===== config.mk =====
export PLATFORM = sky130hd
export DESIGN_NAME = axis_phase_sequencer
export DESIGN_NICKNAME = d
export VERILOG_FILES = /design/src/rtl/axis_seq_pkg.sv /design/src/rtl/sample_tick_gen.sv /design/src/rtl/axis_phase_sequencer.sv
export SDC_FILE = /design/constraint.sdc
export NUM_CORES = 1
export LEC_CHECK = 0
export BUFFER_PORTS_ARGS = -buffer_cell sky130_fd_sc_hd__buf_2
export CORE_MARGIN = 1
export CORE_UTILIZATION = 59
export CTS_CLUSTER_DIAMETER = 120
export CTS_CLUSTER_SIZE = 25
export DETAILED_ROUTE_END_ITERATION = 7
export GPL_TIMING_DRIVEN = 0
export PLACE_DENSITY = 0.85
export SLEW_MARGIN = 20
export SYNTH_ARGS = -nofsm -noshare
export SYNTH_HDL_FRONTEND = slang
export SYNTH_SLANG_ARGS = --single-unit
export TNS_END_PERCENT = 20

===== constraint.sdc =====
create_clock -name clk -period 6.6 [get_ports clk]
set_clock_uncertainty 0.2 [all_clocks]
set_input_delay 0.66 -clock clk [delete_from_list [all_inputs] [get_ports clk]]
set_output_delay 0.66 -clock clk [all_outputs]
set_load 0.03 [all_outputs]

===== src/rtl/axis_seq_pkg.sv =====
// Shared types and constants for the axis phase sequencer.
package axis_seq_pkg;

  localparam int VEL_W       = 32;
  localparam int POS_W       = 16;
  localparam int AXIS_IDX_W  = 8;
  localparam int ERR_OVERRUN = 1;
  localparam int ERR_BADCMD  = 0;

  typedef enum logic [2:0] {
    ST_IDLE = 3'd0,
    ST_PH1  = 3'd1,
    ST_PH2  = 3'd2,
    ST_PH3  = 3'd3,
    ST_PH4  = 3'd4
  } seq_state_e;

endpackage


===== src/rtl/sample_tick_gen.sv =====
// Motion-sample strobe: one-cycle tick every CLK_DIV clocks while run is high.
module sample_tick_gen
  import axis_seq_pkg::*;
#(
  parameter int CLK_DIV = 2000
) (
  input  logic clk,
  input  logic rst_n,
  input  logic run,
  output logic tick
);

  localparam int CW = (CLK_DIV > 1) ? $clog2(CLK_DIV) : 1;
  localparam logic [CW-1:0] LAST = CW'(CLK_DIV - 1);

  logic [CW-1:0] cnt_q, cnt_d;

  always_comb begin
    cnt_d = '0;
    if (run && (cnt_q != LAST)) cnt_d = cnt_q + CW'(1);
  end

  always_ff @(posedge clk or negedge rst_n) begin
    if (!rst_n) cnt_q <= '0;
    else        cnt_q <= cnt_d;
  end

  assign tick = run && (cnt_q == LAST);

endmodule


===== src/rtl/axis_phase_sequencer.sv =====
// Per-sample four-phase enable sequencer for NUM_AXES speed axes, with
// shadowed velocity commands, set-position requests and sticky error flags.
module axis_phase_sequencer
  import axis_seq_pkg::*;
#(
  parameter int NUM_AXES = 4,
  parameter int CLK_DIV  = 2000
) (
  input  logic                      clk,
  input  logic                      rst_n,
  input  logic                      run,
  input  logic                      cmd_valid,
  output logic                      cmd_ready,
  input  logic [7:0]                cmd_axis,
  input  logic [31:0]               cmd_velocity,
  input  logic                      pos_valid,
  output logic                      pos_ready,
  input  logic [7:0]                pos_axis,
  input  logic [15:0]               pos_value,
  input  logic [NUM_AXES-1:0]       in_motion,
  output logic [NUM_AXES-1:0]       ph1,
  output logic [NUM_AXES-1:0]       ph2,
  output logic [NUM_AXES-1:0]       ph3,
  output logic [NUM_AXES-1:0]       ph4,
  output logic [32*NUM_AXES-1:0]    target_velocity,
  output logic [NUM_AXES-1:0]       set_pos_en,
  output logic [15:0]               set_pos_pos,
  output logic                      busy,
  output logic [1:0]                err,
  input  logic                      err_clr
);

  localparam logic [AXIS_IDX_W-1:0] LAST_AXIS = AXIS_IDX_W'(NUM_AXES - 1);

  seq_state_e                  state_q, state_d;
  logic [AXIS_IDX_W-1:0]       a_q, a_d;
  logic [VEL_W*NUM_AXES-1:0]   shadow_q, shadow_d;
  logic [VEL_W*NUM_AXES-1:0]   tgt_q, tgt_d;
  logic                        rdy_q;
  logic [NUM_AXES-1:0]         spe_q, spe_d;
  logic [POS_W-1:0]            spp_q, spp_d;
  logic [1:0]                  err_q, err_d;

  logic                        tick;
  logic                        commit;
  logic [NUM_AXES-1:0]         axis_sel, cmd_sel, pos_sel;
  logic                        cmd_acc, pos_acc, pos_ok, bad_req, overrun;

  sample_tick_gen #(.CLK_DIV(CLK_DIV)) u_tick (
    .clk  (clk),
    .rst_n(rst_n),
    .run  (run),
    .tick (tick)
  );

  always_comb begin
    state_d = state_q;
    a_d     = a_q;
    commit  = 1'b0;
    unique case (state_q)
      ST_IDLE: begin
        if (tick) begin
          commit  = 1'b1;
          a_d     = '0;
          state_d = ST_PH1;
        end
      end
      ST_PH1: state_d = ST_PH2;
      ST_PH2: state_d = ST_PH3;
      ST_PH3: state_d = ST_PH4;
      ST_PH4: begin
        if (a_q == LAST_AXIS) begin
          state_d = ST_IDLE;
        end else begin
          a_d     = a_q + AXIS_IDX_W'(1);
          state_d = ST_PH1;
        end
      end
      default: state_d = ST_IDLE;
    endcase
  end

  // Index decodes done as compares so out-of-range indices simply match nothing.
  always_comb begin
    axis_sel = '0;
    cmd_sel  = '0;
    pos_sel  = '0;
    for (int i = 0; i < NUM_AXES; i++) begin
      axis_sel[i] = (a_q == AXIS_IDX_W'(i));
      cmd_sel[i]  = (cmd_axis == AXIS_IDX_W'(i));
      pos_sel[i]  = (pos_axis == AXIS_IDX_W'(i));
    end
  end

  always_comb begin
    cmd_acc  = cmd_valid && rdy_q;
    pos_acc  = pos_valid && pos_ready;
    pos_ok   = (|pos_sel) && !(|(pos_sel & in_motion));
    overrun  = tick && (state_q != ST_IDLE);
    bad_req  = (cmd_acc && !(|cmd_sel)) || (pos_acc && !pos_ok);

    shadow_d = shadow_q;
    for (int i = 0; i < NUM_AXES; i++) begin
      if (cmd_acc && cmd_sel[i]) shadow_d[VEL_W*i +: VEL_W] = cmd_velocity;
    end

    // Commit reads the registered shadow, so a same-cycle command waits a sample.
    tgt_d = commit ? shadow_q : tgt_q;

    spe_d = (pos_acc && pos_ok) ? pos_sel : '0;
    spp_d = (pos_acc && pos_ok) ? pos_value : spp_q;

    err_d = err_clr ? 2'b00 : err_q;
    if (overrun) err_d[ERR_OVERRUN] = 1'b1;
    if (bad_req) err_d[ERR_BADCMD]  = 1'b1;
  end

  always_ff @(posedge clk or negedge rst_n) begin
    if (!rst_n) begin
      state_q  <= ST_IDLE;
      a_q      <= '0;
      shadow_q <= '0;
      tgt_q    <= '0;
      rdy_q    <= 1'b0;
      spe_q    <= '0;
      spp_q    <= '0;
      err_q    <= '0;
    end else begin
      state_q  <= state_d;
      a_q      <= a_d;
      shadow_q <= shadow_d;
      tgt_q    <= tgt_d;
      rdy_q    <= 1'b1;
      spe_q    <= spe_d;
      spp_q    <= spp_d;
      err_q    <= err_d;
    end
  end

  assign ph1             = (state_q == ST_PH1) ? axis_sel : '0;
  assign ph2             = (state_q == ST_PH2) ? axis_sel : '0;
  assign ph3             = (state_q == ST_PH3) ? axis_sel : '0;
  assign ph4             = (state_q == ST_PH4) ? axis_sel : '0;
  assign target_velocity = tgt_q;
  assign set_pos_en      = spe_q;
  assign set_pos_pos     = spp_q;
  assign err             = err_q;
  assign cmd_ready       = rdy_q;
  assign pos_ready       = rdy_q && (state_q == ST_IDLE) && !tick;
  // The commit cycle counts as busy: the sample is already claimed.
  assign busy            = (state_q != ST_IDLE) || tick;

endmodule


After elaboration in Yosys (flattened, before gate mapping)
Cells that the tools add are included.

storage, ports and cells
  register bits = 301
  output and inout port bits = 169
  logic and storage cells = 83

operators by class
  mux-type cells = 17
  $add $sub $neg = 2
  equality and inequality tests = 17
  reduce and logical (&&, ||, !) cells = 33
  bitwise gates (word level) = 1

operator list
  kind                                            count
  == test 8 x 2 -> 1 bit (second input constant)  6
  == test 8 x 1 -> 1 bit (second input constant)  3
  logical NOT 8 bit                               3
  two-way mux 4 bit                               5
  two-way mux 8 bit                               2
  one-hot mux 8 bit (2 select lines)              1
  logical AND 1 bit                               15
  one-hot mux 3 bit (5 select lines)              1
  OR reduction 4 bit                              3
  adder 11 x 1 -> 11 bit (second input constant)  1
  == test 11 bit (second input constant)          1
  two-way mux 11 bit                              1
  != test 11 bit (second input constant)          1
  adder 8 x 1 -> 8 bit (second input constant)    1
  == test 3 x 2 -> 1 bit (second input constant)  2
  nonzero test 2 bit                              3
  two-way mux 1 bit                               5
  bitwise AND 4 bit                               1
  logical NOT 1 bit                               4
  != test 2 bit (second input constant)           2
  == test 3 x 1 -> 1 bit (second input constant)  1
  == test 3 bit (second input constant)           1
  logical NOT 3 bit                               1
  two-way mux 3 bit                               1
  other kinds (4)                                 5

Longest topological paths before layout
  word-level depth = 9
  mapped depth = 8
  gate-level depth less buffers = 5

Hierarchy
From an unflattened synthesis, not the netlist that was laid out.

second synthesis, totals
  cells, all modules = 1030
  area, all modules = 11959.0 µm²

by module, submodules not included
  module                area each (µm²)  cells each  instances
  axis_phase_sequencer  11410.9          972         1
  sample_tick_gen       548.0            58          1

Worst setup path after synthesis
Ideal clock, no wire load.

  path kind = flip-flop to output port
  start = register a_q[4]
  end = output port ph1[0]
  arrival time = 1874 ps
  path slack = 3866 ps
  buffers on the path = 0
  stages on the path, launching flop included = 5
  required time = 5740 ps
  path through = dfrtp_1 > or4_1 > nor3_1 > nand2_1 > nor2_1

on the way
  longest elaborated chain between the ends = 2

RTL lines
  what                      line                         source
  start: declaration        axis_phase_sequencer.sv:36   logic [AXIS_IDX_W-1:0] a_q, a_d;
  start signal: assignment  axis_phase_sequencer.sv:121  a_q <= '0;
  start signal: assignment  axis_phase_sequencer.sv:130  a_q <= a_d;
  logical NOT 8 bit         axis_phase_sequencer.sv:89   axis_sel[i] = (a_q == AXIS_IDX_W'(i));
  two-way mux 4 bit         axis_phase_sequencer.sv:140  assign ph1 = (state_q == ST_PH1) ? axis_sel : '0;
  end: declaration          axis_phase_sequencer.sv:21   output logic [NUM_AXES-1:0] ph1,

Every way passes these cells.

Final worst setup path
  start = register a_q[4]
  end = output port ph4[2]

on the way
  longest elaborated chain between the ends = 2

RTL lines
  what                    line                         source
  == test 8 x 2 -> 1 bit  axis_phase_sequencer.sv:89
  two-way mux 4 bit       axis_phase_sequencer.sv:143  assign ph4 = (state_q == ST_PH4) ? axis_sel : '0;
  end: declaration        axis_phase_sequencer.sv:24   output logic [NUM_AXES-1:0] ph4,

Every way passes these cells.

==> summary.txt <==
Outcome
  • Status: finished clean

Detailed routing
  • DR pass1 iterations: 4
  • Initial DRC Count: 278
  • Drt drc: 0
  • Routed via count: 6961
  • WL final: 24700 um
  • Wire per inst: 19.3 um
  • Drt via density: 5.43
  • Remaining antenna violation count: 0

Final layout
  • Design area: 14000 um2
  • Layout cells sized above 1: 0.508
  • Layout net count: 1092
  • Fillers: 1333
  • Area grow syn2layout: 17.6%
  • Final core utilization: 0.715

Synthesis
  • Synth Instances: 749
  • Post-synthesis sequential area ratio: 0.633
  • Yosys Warn Count: 0
  • Yosys cell types: 48
  • Syn_nets: 828
  • Yosys reg bits: 301
  • Post-synthesis cell area: 11900 um2
  • Syn avg cell area: 15.9 um2

Placed design
  • Placed inst area: 13500 um2
  • Placer Congestion: 0.789
  • Port bufs: 242
  • Dpl hpwl: 17600 um
  • Pre-CTS setup slack: 3.66 ns

Power
  • Leak: 7.79 nW
  • Clock power share: 0.342
  • Sw Share: 0.218
  • Cell area power density: 216 nW/um2
  • Max VDD drop: 238 uV
  • Seq pwr share: 0.622
  • Cell Int Power: 2.36 mW
  • Combinational fraction of design power: 0.036
  • Sw power: 0.657 mW
  • Total power: 3.02 mW

Timing
  • Worst slew pin tran: 0.688 ns
  • Worst hold margin: 0.196 ns
  • Final slew viol count: 0
  • Final period utilization: 0.512
  • Final Hold Fails: 0
  • Rel. slew slack: 0.539
  • Fin crit period: 3.38 ns
  • Setup ws final: 3.22 ns
  • Peak Freq: 0.296 GHz
  • Setup-failing EPs final: 0
  • RSZ-0062 raised after global routing: no

Critical path
  • Reg2Reg Depth: 8
  • Critical path peak fanout: 6
  • Crit-path max cell delay: 0.55 ns
  • Worst Setup End Kind: primary output
  • Startpoint types: flop
  • CP required: 5.74 ns
  • Setup Crit Path Kind: flop to primary output
  • Data arrival time of the worst path: 2.52 ns
  • CP cell instances: or4_1, nor3_1, nand2_1, nor2_1, buf_2
  • Slowest CP cell: or4_1

Die
  • Core Region: 19600 um2
  • Die height: 144 um
  • IO Count: 243
  • Starting Density: 0.608
  • Die width: 144 um
  • Die area: 20700 um2
  • FP Rows: 51

GRT
  • Vias in the first global route: 7116
  • Total grt overflow: 0
  • First-pass GRT wire length: 38600 um
  • Total Routing Usage GR: 0.244
  • Met1 Usage GRT: 0.328
  • GR Util met3: 0.0480
  • Initial antenna violation count: 1
  • Largest net degree at the start of global routing: 108
  • Gr busiest metal: met2
  • Met2 GRT Util: 0.415

Clock tree
  • CTS tree: yes
  • Reg clk slew, reported paths: 0.10 ns
  • H-tree Lvls: 1
  • Clk_lat worst skew: 0.51 ns
  • CTS root buffer: clkbuf_16
  • Max Buffers Root-to-Sink: 3
  • CTS resizes: 0
  • Clk sinks: 301
  • CTS Buf Count: 16

Min path
  • Hold Path Stages: 2
  • Min-Delay Path Class: primary input to flop

Job
  • Max_cap viols: 0
-- critical path: cells and delay by family (launching register included) --
| kind | cells | cell delay (ns) |
|---|---|---|
| buffers and inverters | 1 | 0.21 |
| DFF | 1 | 0.43 |
| and+or+nand+nor | 4 | 1.39 |
-- cell families (layout without fill, tap and decap cells) --
group                      Yosys count  in the layout  share of synthesized area
AOI/OAI and AO/OA                   14             14                    0.00841
other                                1              3                   0.000315
and+or+nand+nor                     98             98                     0.0482
adders and majority gates            5              5                    0.00526
muxes                              275            275                      0.266
xor gates and xnor gates            13             13                    0.00957
buffers and inverters               42            307                     0.0294
DFF                                301            301                      0.633
-- cells in the final DEF (no fill, tap or decap), types with 2 or more instances in the layout --
cell / instances
dfrtp_1: 301
mux2_2: 190
mux2_4: 16
a21oi_1: 6
buf_4: 9
buf_2: 253
xnor2_1: 6
or3b_2: 2
diode_2: 2
or3_1: 2
buf_6: 4
a21o_1: 2
nor3_1: 9
xor2_1: 7
mux2i_1: 2
buf_12: 7
inv_1: 9
nand4bb_1: 2
ha_1: 5
mux2_1: 66
clkbuf_1: 2
nor2_1: 35
buf_16: 3
or4_1: 3
nor4_4: 2
and3_1: 3
nand2_1: 15
clkbuf_16: 16
nand3_1: 4
nand4_1: 7
nand3b_1: 2
-- Yosys cell counts, drive strengths merged --
master	instances	area, um2
nor4	4	61.3
or4	4	33.8
mux4	1	22.5
dfrtp	301	7530
nand4bb	2	22.5
o31ai	2	20.0
nor3b	2	20.0
ha	5	62.6
xor2	7	61.3
conb	1	3.75
a21oi	6	30.0
buf	32	313
xnor2	6	52.6
or3	2	12.5
nand2	15	56.3
and2	1	6.26
nor2	35	131
or3b	3	26.3
o2bb2ai	1	8.76
and4	1	8.76
nand4	7	43.8
nand3b	2	15.0
inv	9	33.8
nand3	6	47.6
a21o	2	15.0
o22a	1	8.76
clkbuf	1	3.75
o211ai	1	12.5
nor3	10	55.1
o21ai	1	5.00
mux2	272	3120
and3	3	18.8
nor4b	1	15.0
mux2i	2	20.0
-- through the flow --
stage / instances / setup TNS [ns]
after CTS: 1279 / 0
after global routing: 1279 / 0
final: 1281 / 0
after global placement: 1256 / -208.44
after floorplan: 749 / 0
after detailed placement: 1259 / 0
-- metal layers --
layer	part of all wire	vias up
li1	-	3157
met1	0.43	3612
met2	0.50	171
met3	0.059	21
met4	0.012	0
met5	0	-
-- path summary, 6_finish.rpt --
check / start / endpoint / slack [ns]
min: pos_axis[1] / set_pos_en[0] / 0.20
max in group asynchronous: rst_n / target_velocity[54] / 4.60
min in group asynchronous: rst_n / target_velocity[109] / 0.44
min reg2reg: shadow_q[125] / target_velocity[125] / 0.29
max reg2reg: u_tick.cnt_q[0] / target_velocity[123] / 4.11
max: a_q[4] / ph4[2] / 3.22
-- final cells by class --
| class | instances | area [um2] | share of cell area |
|---|---|---|---|
| Antenna cell | 2 | 5.00 | 0.000357 |
| Sequential cell | 301 | 7530 | 0.538 |
| Timing Repair Buffer | 246 | 1310 | 0.0938 |
| Inverter | 9 | 33.8 | 0.00241 |
| Clock inverter | 2 | 46.3 | 0.00331 |
| Tap cell | 265 | 332 | 0.0237 |
| Buffer | 33 | 317 | 0.0226 |
| Multi-Input combinational cell | 406 | 4020 | 0.287 |
| Clock buffer | 17 | 404 | 0.0289 |
-- sequential cells by signal (all words and copies together) (netlist names) --
| signal | flops |
|---|---|
| target_velocity | 128 |
| err | 2 |
| shadow_q | 128 |
| state_q | 3 |
| set_pos_en | 4 |
| a_q | 8 |
| cmd_ready | 1 |
| u_tick.cnt_q | 11 |
| set_pos_pos | 16 |
-- power by group through the flow --
stage	Combinational, mW	Clock [mW]	Sequential (mW)
finish	0.109	1.03	1.88
global placement	0.101	0	1.91
CTS	0.112	1.06	1.88
global route	0.124	1.12	1.88
floorplan	0.0275	0	1.91
detailed placement	0.111	0	1.91
-- what timing repair did --
| item | 4_1_cts | 5_1_grt |
|---|---|---|
| hold buffers | 1 | 0 |
| buffers inserted | 0 | 0 |
| endpoints found under the hold margin | 51 | 0 |
(Power assumes the default switching activity.)
